`src/rtl/pulse_to_level.sv`:
```
// Converts single-cycle event pulses into high/low level phases, one high phase per accepted event.
// Latency: sig rises one cycle after an idle pulse; queued events wait in a saturating pending counter.
module pulse_to_level #(
   parameter int CNT_W  = 8,
   parameter int PEND_W = 4
) (
   input  logic              clk,
   input  logic              rst,
   input  logic              pulse,
   input  logic [CNT_W-1:0]  high_len,
   input  logic [CNT_W-1:0]  low_len,
   output logic              sig,
   output logic              busy,
   output logic [PEND_W-1:0] pending,
   output logic              overflow
);

   localparam logic [1:0] IDLE = 2'd0;
   localparam logic [1:0] HIGH = 2'd1;
   localparam logic [1:0] LOW  = 2'd2;

   localparam logic [CNT_W-1:0]  ONE_C    = 1;
   localparam logic [PEND_W-1:0] ONE_P    = 1;
   localparam logic [PEND_W-1:0] PEND_MAX = '1;

   logic [1:0]        state, state_nxt;
   logic [CNT_W-1:0]  cnt, cnt_nxt;
   logic [CNT_W-1:0]  hi_eff, lo_eff;
   logic [PEND_W-1:0] pend_nxt;
   logic              ovf_nxt;
   logic              last_cyc;

   assign hi_eff   = (high_len == '0) ? ONE_C : high_len;
   assign lo_eff   = (low_len  == '0) ? ONE_C : low_len;
   assign last_cyc = (cnt <= ONE_C);

   always_comb begin
      state_nxt = state;
      cnt_nxt   = cnt;
      pend_nxt  = pending;
      ovf_nxt   = 1'b0;
      case (state)
         IDLE: begin
            if (pulse) begin
               state_nxt = HIGH;
               cnt_nxt   = hi_eff;
            end
         end
         HIGH, LOW: begin
            if (last_cyc && state == HIGH) begin
               state_nxt = LOW;
               cnt_nxt   = lo_eff;
            end else if (!last_cyc) begin
               cnt_nxt = cnt - ONE_C;
            end
            if (last_cyc && state == LOW) begin
               // A pulse in the final low cycle cancels against the dequeue.
               if (pending != '0) begin
                  state_nxt = HIGH;
                  cnt_nxt   = hi_eff;
                  if (!pulse)
                     pend_nxt = pending - ONE_P;
               end else if (pulse) begin
                  state_nxt = HIGH;
                  cnt_nxt   = hi_eff;
               end else begin
                  state_nxt = IDLE;
                  cnt_nxt   = '0;
               end
            end else if (pulse) begin
               if (pending == PEND_MAX)
                  ovf_nxt = 1'b1;
               else
                  pend_nxt = pending + ONE_P;
            end
         end
         default: begin
            state_nxt = IDLE;
            cnt_nxt   = '0;
         end
      endcase
   end

   always_ff @(posedge clk or posedge rst) begin
      if (rst) begin
         state    <= IDLE;
         cnt      <= '0;
         pending  <= '0;
         overflow <= 1'b0;
         sig      <= 1'b0;
         busy     <= 1'b0;
      end else begin
         state    <= state_nxt;
         cnt      <= cnt_nxt;
         pending  <= pend_nxt;
         overflow <= ovf_nxt;
         sig      <= (state_nxt == HIGH);
         busy     <= (state_nxt != IDLE);
      end
   end

endmodule
```
`config.mk`:
```
export PLATFORM = sky130hd
export DESIGN_NAME = pulse_to_level
export DESIGN_NICKNAME = d
export VERILOG_FILES = /design/src/rtl/pulse_to_level.sv
export SDC_FILE = /design/constraint.sdc
export NUM_CORES = 1
export LEC_CHECK = 0
export ABC_CLOCK_PERIOD_IN_PS = 3400
export CAP_MARGIN = 0
export CORE_ASPECT_RATIO = 0.7
export CORE_MARGIN = 10
export CORE_UTILIZATION = 39
export DETAILED_ROUTE_END_ITERATION = 16
export GPL_TIMING_DRIVEN = 0
export SYNTH_ARGS = -nofsm -noshare
export SYNTH_HDL_FRONTEND = slang
export SYNTH_SLANG_ARGS = --single-unit
```
`constraint.sdc`:
```
create_clock -name clk -period 3.4 [get_ports clk]
set_input_delay 0.68 -clock clk [delete_from_list [all_inputs] [get_ports clk]]
set_output_delay 0.68 -clock clk [all_outputs]
set_load 0.01 [all_outputs]
```
==> results_dict.tcl <==
set metrics [dict create \
    outcome "finished clean" \
    drtIter0Drc 77 \
    drt-wirelength-per-cell_um 15.31 \
    cts_buffers 3 \
    nNetsFinal 206 \
    synth_area_um2 1361 \
    fin_tns_setup_ps 0 \
    ant_nets 0 \
    initial_core_util_pct 41.83 \
    ys_seq_area_share_pct 31.25 \
    synthFlopType "dfrtp_1" \
    synth_warnings 0 \
    cts_setup_buffers 0 \
    hold_path_class "reg -> reg" \
    clkSinkCount 17 \
    core_um2 3254 \
    crit_type "reg -> reg" \
    worst_ep_required_time_ps 3580 \
    clkLatencyLatePin_ps 260 \
    whs_ps 523.9 \
    synth_cells 150 \
    grt_max_degree 18 \
    synth_cell_type_count 54 \
    met2_usage_pct 16.68 \
    max_slew_margin_pct 54.80 \
    fmax_ghz 0.3790 \
    finalHoldViolCount 0 \
    routed_via_density 5.566 \
    startpoint_type "flop" \
    drc_errors 0 \
    die_h_um 69.43 \
    drv_cap 0 \
    min_period_over_period_pct 77.60 \
    ioPinCount 26 \
    grt_pass1_vias 1252 \
    peakVddDrop_mv 0.4002 \
    setup_viol 0 \
    syn2layout_area_growth_pct 26.10 \
    gr-usage-met3_pct 3.556 \
    fp-row-count 17 \
    postCtsHoldBufs 0 \
    diodes 0 \
    portBuffers 25 \
    h-tree-depth 1 \
    end_kind "flop" \
    mostFrequentLayoutCells "25 x clkdlybuf4s50_1, 17 x dfrtp_1, 11 x nor2_1, 10 x nand2_1, 10 x inv_1" \
    grt_pass1_wl_um 6134 \
    clock_path_buffers 2 \
    worstMarginPinSlew_ps 677.2 \
    p_leak_nw 0.7344 \
    cts_tree "yes" \
    syn_area_per_cell_um2 9.075 \
    fin_worst_skew_ps 1.760 \
    place_ws_ps 770.8 \
    overflow 0 \
    antenna_found_initial 0 \
    crit_fanout 10 \
    async_flop_share_pct 100.0 \
    gp_congestion 0.8108 \
    dpl_cell_area_um2 1670 \
    finalCriticalPeriod_ps 2638 \
    final_common_cell "clkdlybuf4s50_1" \
    synth_edf_count 0 \
    drive_above_1_share_pct 11.17 \
    slew_violations 0 \
    routed_wl_um 3460 \
    cts_resized 0 \
    grt.busiest_layer "met2" \
    track_usage_pct 11.37 \
    hpwl_um 2746 \
    use_met1_pct 15.66 \
    clkSlewWorstSetupHoldPaths_ps 70 \
    ys_seq_elements 17 \
    die_w_um 90.62 \
    cts-root-buf "clkbuf_8" \
    arrival_ps 2820 \
    syn_nets 176 \
    die_area_um2 6291 \
    drt-pass1-iter-count 4 \
    finalInstanceArea_um2 1717 \
    layout_setup_ws_ps 761.5 \
    cellPowerDensity_nw_per_um2 996.7 \
    rsz0062_at_grt "no" \
    dr_total_vias 1258 \
]
-- cell families (layout without fill, tap and decap cells) --
family | Yosys count | after routing | synth area share [%]
and+or+nand+nor | 54 | 54 | 23.07
DFF | 17 | 17 | 31.25
AOI/OAI and AO/OA | 43 | 43 | 24.27
adders and majority gates | 7 | 7 | 6.434
xor gates and xnor gates | 7 | 7 | 4.504
muxes | 6 | 6 | 4.779
buffers and inverters | 16 | 45 | 5.699
-- metrics by stage --
| stage | power, mW | cells | utilization (%) |
|---|---|---|---|
| 2_1_floorplan | 1.249 | 150 | - |
| 3_3_place_gp | 1.532 | 222 | 51.33 |
| 3_5_place_dp | 1.549 | 222 | 51.33 |
| 4_1_cts | 1.714 | 226 | 52.75 |
| 5_1_grt | 1.877 | 226 | 52.75 |
| 6_report | 1.711 | 226 | 52.75 |
-- cells in the mapped netlist (3+ instances only) --
master	instances	share of area (%)
a21oi_1	9	3.3
a221o_1	4	2.9
dfrtp_1	17	31
ha_1	7	6.4
inv_1	10	2.8
mux2i_1	4	2.9
nand2_1	10	2.8
nand3_1	6	2.2
nor2_1	11	3.0
nor3_1	4	1.5
nor4_1	5	2.3
o21ai_0	4	1.5
or3_1	3	1.4
xor2_1	5	3.2
-- per-layer routing --
layer | routed length (µm) | vias up
met5 | 0 | -
li1 | - | 620
met4 | 27 | 0
met1 | 1790 | 605
met3 | 218 | 5
met2 | 1425 | 28
-- power breakdown --
| part | internal, mW | switching (mW) |
|---|---|---|
| logic | 0.512 | 0.604 |
| clock network | 0.0815 | 0.0743 |
| registers | 0.307 | 0.132 |
| total | 0.901 | 0.810 |
-- worst paths after layout --
kind	slack, ps	start	endpoint	cells past startpoint
max	760	cnt[0]	pending[2]	11
min	520	pending[2]	pending[2]	1
max reg2reg	760	cnt[0]	pending[2]	11
min reg2reg	520	pending[2]	pending[2]	1
max in group asynchronous	2140	rst	cnt[0]	2
min in group asynchronous	820	rst	state[1]	2
-- state kept, by name (all words and copies together) (netlist names) --
name      count
overflow      1
state         2
cnt           8
busy          1
pending       4
sig           1
-- worst max-delay path: stages, from the launching register on --
cell	delay [ps]
dfrtp_1	450
inv_1	80
ha_1	250
o21ba_2	160
buf_2	230
nand4_4	170
buf_2	230
xnor2_1	140
ha_1	200
or3_1	360
a21boi_2	140
xor2_1	150
-- area by class of cell --
type                            count  area (µm²)
Sequential cell                    17       425.4
Clock inverter                      1       5.005
Clock buffer                        3       41.29
Timing Repair Buffer               25       250.2
Tap cell                           47       58.81
Inverter                           10       37.54
Multi-Input combinational cell    117       858.3
Buffer                              6       40.04
Fill cell                         315        1538
No activity file was read; power rests on OpenSTA's default activity.
